`src/rtl/rv_wb_arbiter.sv`:
```
`default_nettype none
// ============================================================================
// Module      : rv_wb_arbiter
// Description : Register-file write-port arbiter between the pipeline
//               writeback and a 2-entry queue of long-latency results.
//               Optional starvation drain: define RV_WB_STARVE_EN.
// Revision    : 1.0 - initial release
// ============================================================================
module rv_wb_arbiter #(
    parameter int unsigned STARVE_LIMIT = 8
) (
    input  logic        i_clk,
    input  logic        i_reset_n,
    input  logic        i_flush,
    input  logic        i_pipe_valid,
    input  logic [4:0]  i_pipe_rd,
    input  logic [31:0] i_pipe_data,
    output logic        o_pipe_stall,
    input  logic        i_ext_valid,
    input  logic [4:0]  i_ext_rd,
    input  logic [31:0] i_ext_data,
    output logic        o_ext_ready,
    output logic        o_write_op,
    output logic [4:0]  o_rd,
    output logic [31:0] o_data,
    output logic [31:0] o_pend_mask
);

    typedef enum logic [0:0] {
        ST_NORMAL = 1'b0,
        ST_DRAIN  = 1'b1
    } state_t;

    if ((STARVE_LIMIT < 1) || (STARVE_LIMIT > 15)) begin : g_bad_limit
        $error("rv_wb_arbiter: STARVE_LIMIT must be within 1..15");
    end

    state_t           state_q, state_d;
    logic [1:0]       count_q, count_d;
    logic [1:0][4:0]  ent_rd_q, ent_rd_d;
    logic [1:0][31:0] ent_data_q, ent_data_d;
    logic [1:0]       ent_vld_q, ent_vld_d;
    logic             write_op_q, write_op_d;
    logic [4:0]       rd_q, rd_d;
    logic [31:0]      data_q, data_d;

    logic             pipe_live;
    logic             ext_push;
    logic             pop;
    logic             starve_fire;

    assign o_pipe_stall = (state_q == ST_DRAIN);
    assign o_ext_ready  = (count_q != 2'd2);
    assign o_write_op   = write_op_q;
    assign o_rd         = rd_q;
    assign o_data       = data_q;

    always_comb begin
        pipe_live = i_pipe_valid & ~i_flush & ~o_pipe_stall & (i_pipe_rd != 5'd0);
        ext_push  = i_ext_valid & o_ext_ready & (i_ext_rd != 5'd0);
        // With an empty queue a pop takes the incoming result straight through.
        pop       = ~pipe_live & ((count_q != 2'd0) | ext_push);
    end

    always_comb begin
        o_pend_mask = 32'd0;
        for (int i = 0; i < 2; i++) begin
            if (ent_vld_q[i]) begin
                o_pend_mask[ent_rd_q[i]] = 1'b1;
            end
        end
    end

`ifdef RV_WB_STARVE_EN
    localparam logic [3:0] C_STARVE_LIMIT = 4'(STARVE_LIMIT);

    logic [3:0] starve_q, starve_d;

    always_comb begin
        if ((count_q == 2'd0) || pop) begin
            starve_d = 4'd0;
        end else if (starve_q != 4'hF) begin
            starve_d = starve_q + 4'd1;
        end else begin
            starve_d = starve_q;
        end
        starve_fire = (starve_d >= C_STARVE_LIMIT);
    end

    always_ff @(posedge i_clk or negedge i_reset_n) begin
        if (!i_reset_n) begin
            starve_q <= 4'd0;
        end else begin
            starve_q <= starve_d;
        end
    end
`else
    assign starve_fire = 1'b0;
`endif

    always_comb begin
        ent_rd_d   = ent_rd_q;
        ent_data_d = ent_data_q;
        ent_vld_d  = ent_vld_q;
        count_d    = count_q;
        write_op_d = 1'b0;
        rd_d       = rd_q;
        data_d     = data_q;
        state_d    = state_q;

        if (pipe_live) begin
            write_op_d = 1'b1;
            rd_d       = i_pipe_rd;
            data_d     = i_pipe_data;
            // Younger pipeline result supersedes any queued write to the same rd.
            for (int i = 0; i < 2; i++) begin
                if (ent_vld_q[i] && (ent_rd_q[i] == i_pipe_rd)) begin
                    ent_vld_d[i] = 1'b0;
                end
            end
        end else if (pop) begin
            if (count_q != 2'd0) begin
                if (ent_vld_q[0]) begin
                    write_op_d = 1'b1;
                    rd_d       = ent_rd_q[0];
                    data_d     = ent_data_q[0];
                end
                ent_rd_d[0]   = ent_rd_q[1];
                ent_data_d[0] = ent_data_q[1];
                ent_vld_d[0]  = ent_vld_q[1];
                ent_vld_d[1]  = 1'b0;
                count_d       = count_q - 2'd1;
            end else begin
                write_op_d = 1'b1;
                rd_d       = i_ext_rd;
                data_d     = i_ext_data;
            end
        end

        if (ext_push && !(pop && (count_q == 2'd0))) begin
            if (count_d == 2'd0) begin
                ent_rd_d[0]   = i_ext_rd;
                ent_data_d[0] = i_ext_data;
                ent_vld_d[0]  = 1'b1;
            end else begin
                ent_rd_d[1]   = i_ext_rd;
                ent_data_d[1] = i_ext_data;
                ent_vld_d[1]  = 1'b1;
            end
            count_d = count_d + 2'd1;
        end

        unique case (state_q)
            ST_NORMAL: begin
                if (((count_q == 2'd2) && i_ext_valid) || starve_fire) begin
                    state_d = ST_DRAIN;
                end
            end
            ST_DRAIN: begin
                if (count_d == 2'd0) begin
                    state_d = ST_NORMAL;
                end
            end
            default: state_d = ST_NORMAL;
        endcase
    end

    always_ff @(posedge i_clk or negedge i_reset_n) begin
        if (!i_reset_n) begin
            state_q    <= ST_NORMAL;
            count_q    <= 2'd0;
            ent_rd_q   <= '0;
            ent_data_q <= '0;
            ent_vld_q  <= 2'b00;
            write_op_q <= 1'b0;
            rd_q       <= 5'd0;
            data_q     <= 32'd0;
        end else begin
            state_q    <= state_d;
            count_q    <= count_d;
            ent_rd_q   <= ent_rd_d;
            ent_data_q <= ent_data_d;
            ent_vld_q  <= ent_vld_d;
            write_op_q <= write_op_d;
            rd_q       <= rd_d;
            data_q     <= data_d;
        end
    end

endmodule
`default_nettype wire

```
`config.mk`:
```
export PLATFORM = sky130hd
export DESIGN_NAME = rv_wb_arbiter
export DESIGN_NICKNAME = d
export VERILOG_FILES = /design/src/rtl/rv_wb_arbiter.sv
export SDC_FILE = /design/constraint.sdc
export NUM_CORES = 1
export LEC_CHECK = 0
export CAP_MARGIN = 25
export CORE_AREA = 2 2 125 127
export CTS_CLUSTER_SIZE = 10
export DETAILED_ROUTE_END_ITERATION = 7
export DIE_AREA = 0 0 127 129
export PLACE_DENSITY = 0.84
export RECOVER_POWER = 50
export SETUP_SLACK_MARGIN = 0.5
export SLEW_MARGIN = 20
export SYNTH_ARGS = -nofsm -noshare
export SYNTH_HDL_FRONTEND = slang
export SYNTH_SLANG_ARGS = --single-unit
```
`constraint.sdc`:
```
create_clock -name i_clk -period 3.55 [get_ports i_clk]
set_input_delay 0.71 -clock i_clk [delete_from_list [all_inputs] [get_ports i_clk]]
set_output_delay 0.71 -clock i_clk [all_outputs]
set_load 0.01 [all_outputs]
```
==> summary.txt <==
Die
  – Row count: 45
  – Top-level I/O count: 151
  – Die Ht: 129 um
  – Initial cell density of the core: about 45%
  – Die area: 16380 sq um
  – Core box area: about 15000 sq um
  – Die Width: between 100 and 150 um

Synthesis
  – Register area share after synthesis: 43.82%
  – Flops & latches, synth: 117
  – Synth top area share: 43.82%
  – Synth cell count leaders: dfrtp_1, mux2_2, o21ai_0, nand3_1, mux2_4
  – Synth Flop Type: dfrtp_1
  – Post-synth top area cell: dfrtp_1
  – Cell variety after synth: 43
  – Asr flop ratio synth: 100.0%
  – Mapped Area: ~6700 sq um
  – Syn Inst Count: 589
  – Cells taking the most area after synthesis: dfrtp_1, mux2_2, mux2_4, a211oi_1, a31oi_1
  – Ys Warns: 0
  – Post-synth EDFFs: 0
  – Synth Area per Inst: 11.34 sq um
  – Post-Syn Nets: 669
  – Top-count cell post-synth: dfrtp_1

Place
  – Routability-driven placement congestion ratio: 0.9415
  – I/O Buffers: 150
  – DP HPWL: 12000 um
  – Cells after DPL: 886

Status
  – Violated checks: capacitance limit, slew limit
  – Outcome: finished, violations left

Power
  – Total Power: between 8000 and 9000 uW
  – Pwr per Cell Area: 906.6 nW/um^2
  – Lkg Pwr: 0.003586 uW
  – Maximum vdd drop: 0.4270 mV

STA
  – Final Setup Violations: 0
  – Max Slew Vio Count: roughly 70
  – Minimum clock period: approximately 3.2 ns
  – Period utilization: 89.31%
  – Worst-margin pin slew: 1.737 ns
  – Sum Neg Setup Slack: 0 ns
  – RSZ-0062 raised after global routing: false
  – Hold Vio Cnt, Final: 0
  – Clk_skew: between 0.009 and 0.01 ns
  – Headroom to the max-slew limit: -15.78%
  – Max Clock Freq: 0.3154 GHz

Run
  – Max-Cap Viols: 1

Setup path
  – Worst path depth: 6
  – Worst path bufs/invs: 2
  – Reg-to-Reg End: ent_rd_q[7]
  – Worst r2r path cells: 8
  – Startpoint types: primary input
  – Setup crit start: i_ext_rd[0]
  – Largest stage delay, worst path: 0.76 ns
  – Critical Path AT: 3.47 ns
  – CP Capture Point: ent_data_q[43]
  – Cell family with most CP delay: compound AO/OA/AOI/OAI gates
  – CP max stage cell: o21ai_0
  – Crit path capture type: flip-flop
  – CP required: between 3 and 4 ns
  – CP cell instances: clkdlybuf4s50_1 -> or4_4 -> o21ai_0 -> a211o_2 -> buf_12 -> mux2_2
  – Worst r2r src: o_pipe_stall
  – Crit-path max FO: 19
  – Crit path kind: primary input to flip-flop
  – Worst reg2reg setup slack: 1.07 ns

Clocking
  – Total CTS buffers: 17
  – Worst skew pair latency: 0.42 ns
  – Root buf cell: clkbuf_16
  – CTS clk-pin slew, worst paths: 0.05 ns
  – Htree depth: 4
  – Number of clock sinks: 117
  – Clock Tree Buf Depth: 2
  – CTS tree: yes

Worst hold path
  – Path type of the worst min-delay path: primary input to asynchronous set/reset pin

Cells and area
  – Fraction of layout cells with a size suffix above 1: 31.34%
  – Layout net count: 801
  – Fin cells: 922
  – Area delta synth->final: 36.24%
  – Number of diodes: 0

Routing
  – Routed wire length per instance: between 20 and 25 um
  – DR iter-0 viols: 474
  – Routed Antenna Nets: 0
  – Drt pass-1 iters: 5
  – Via/cell ratio: approximately 6
  – Via count: 5596
  – Total wire length: 18870 um
  – # DRC: 0

GRT
  – Initial antenna violation count: 0
  – Vias in the first global route: 5897
  – Global-route usage over all layers: 23.14%
  – Grt total ovfl: 0
  – First-pass GRT wire length: 30300 um
  – Pin count of the biggest net entering global routing: 71
-- worst reg2reg max path: cells and delay by family (launching register included) --
family	cells	cell delay, ns
fa+ha+maj	1	0.24
buf+inv	2	0.41
mux	1	0.31
compound gates	3	0.69
simple gates	1	0.24
flops	1	0.45
-- metal layers --
| layer | wire length [um] | GRT usage (%) | up-vias |
|---|---|---|---|
| li1 | - | - | 2500 |
| met1 | 8234 | 30.15 | 2792 |
| met2 | 8988 | 37.03 | 274 |
| met3 | 1315 | 6.320 | 30 |
| met4 | 332 | 8.920 | 0 |
| met5 | 0 | 0 | - |
-- how the worst min path moves through the flow --
| stage | start | endpoint | slack [ns] | cells after the start |
|---|---|---|---|---|
| 3_3_place_gp | ent_data_q[32] | ent_data_q[32] | 0.49 | 1 |
| 2_1_floorplan | i_reset_n | count_q[0] | 0.41 | 0 |
| 3_5_place_dp | ent_data_q[60] | ent_data_q[60] | 0.49 | 1 |
| 4_1_cts | i_reset_n | ent_data_q[24] | 0.33 | 1 |
| 6_report | i_reset_n | o_data[22] | 0.31 | 1 |
| 5_1_grt | i_reset_n | ent_data_q[24] | 0.35 | 1 |
-- final cells by class --
type	count	area, sq um
clock buffers	23	488.0
clock inverters	9	147.6
repair buffers	176	1764
flip-flops and latches	117	2935
inverters	3	11.26
well taps	188	235.2
multi-input cells	406	3521
fillers	1144	5874
-- where the power goes --
| group | total [uW] | switching, uW | leakage [uW] | internal [uW] |
|---|---|---|---|---|
| logic | 3850 | 1760 | 0.00189 | 2080 |
| registers | 2560 | 521 | 0.00139 | 2040 |
| clock network | 1840 | 598 | 0.000313 | 1240 |
| total | 8250 | 2880 | 0.00359 | 5370 |
-- cells by family (layout without fill, tap and decap cells) --
logic type	after synthesis	in the layout	synth area share, %
buffers and inverters	66	211	4.888
and+or+nand+nor	83	83	7.079
muxes	143	143	26.14
xor gates and xnor gates	11	11	1.442
DFF	117	117	43.82
AOI/OAI and AO/OA	168	168	16.44
adders and majority gates	1	1	0.1872
-- stage by stage --
step	hold WS [ns]	setup WS [ns]	util, %	area [sq um]
global placement	0.4877	0.1422	55.75	8349
global route	0.3481	0.3357	60.78	9102
floorplan	0.4144	0.5177	-	6689
CTS	0.3299	0.4558	60.24	9022
detailed placement	0.4918	0.06119	55.75	8349
finish	0.3147	0.3796	60.78	9102
-- layout by cell type, fill, tap and decap left out, types with 2 or more instances in the layout --
| cell | instances |
|---|---|
| xnor2_1 | 7 |
| a31oi_2 | 4 |
| a31oi_1 | 33 |
| a211oi_1 | 30 |
| dlygate4sd3_1 | 35 |
| clkinv_2 | 4 |
| nor3_1 | 2 |
| o22ai_1 | 32 |
| o21ai_0 | 47 |
| clkbuf_8 | 4 |
| nand3_1 | 44 |
| clkdlybuf4s50_1 | 113 |
| dfrtp_2 | 6 |
| xor2_1 | 4 |
| nand2_1 | 9 |
| buf_12 | 3 |
| buf_4 | 17 |
| nor2_1 | 3 |
| clkbuf_1 | 2 |
| nand3b_1 | 10 |
| mux2i_1 | 5 |
| bufinv_16 | 4 |
| or3b_2 | 5 |
| buf_6 | 4 |
| mux2_4 | 38 |
| or3_1 | 2 |
| a211oi_2 | 7 |
| clkbuf_16 | 17 |
| mux2_2 | 99 |
| o211ai_1 | 3 |
| inv_1 | 2 |
| dfrtp_1 | 111 |
-- sequential cells by signal, indices dropped and copies added (netlist names) --
| signal | cells |
|---|---|
| o_write_op | 1 |
| o_pipe_stall | 1 |
| o_rd | 5 |
| count_q | 2 |
| o_data | 32 |
| ent_vld_q | 2 |
| ent_rd_q | 10 |
| ent_data_q | 64 |
-- timing repair --
item	CTS	global route
gates cloned	1	2
setup buffers	0	1
setup endpoints to repair	44	80
hold buffers	0	0
pin swaps	0	0
gates resized for setup	3	25
(Power assumes the default switching activity.)
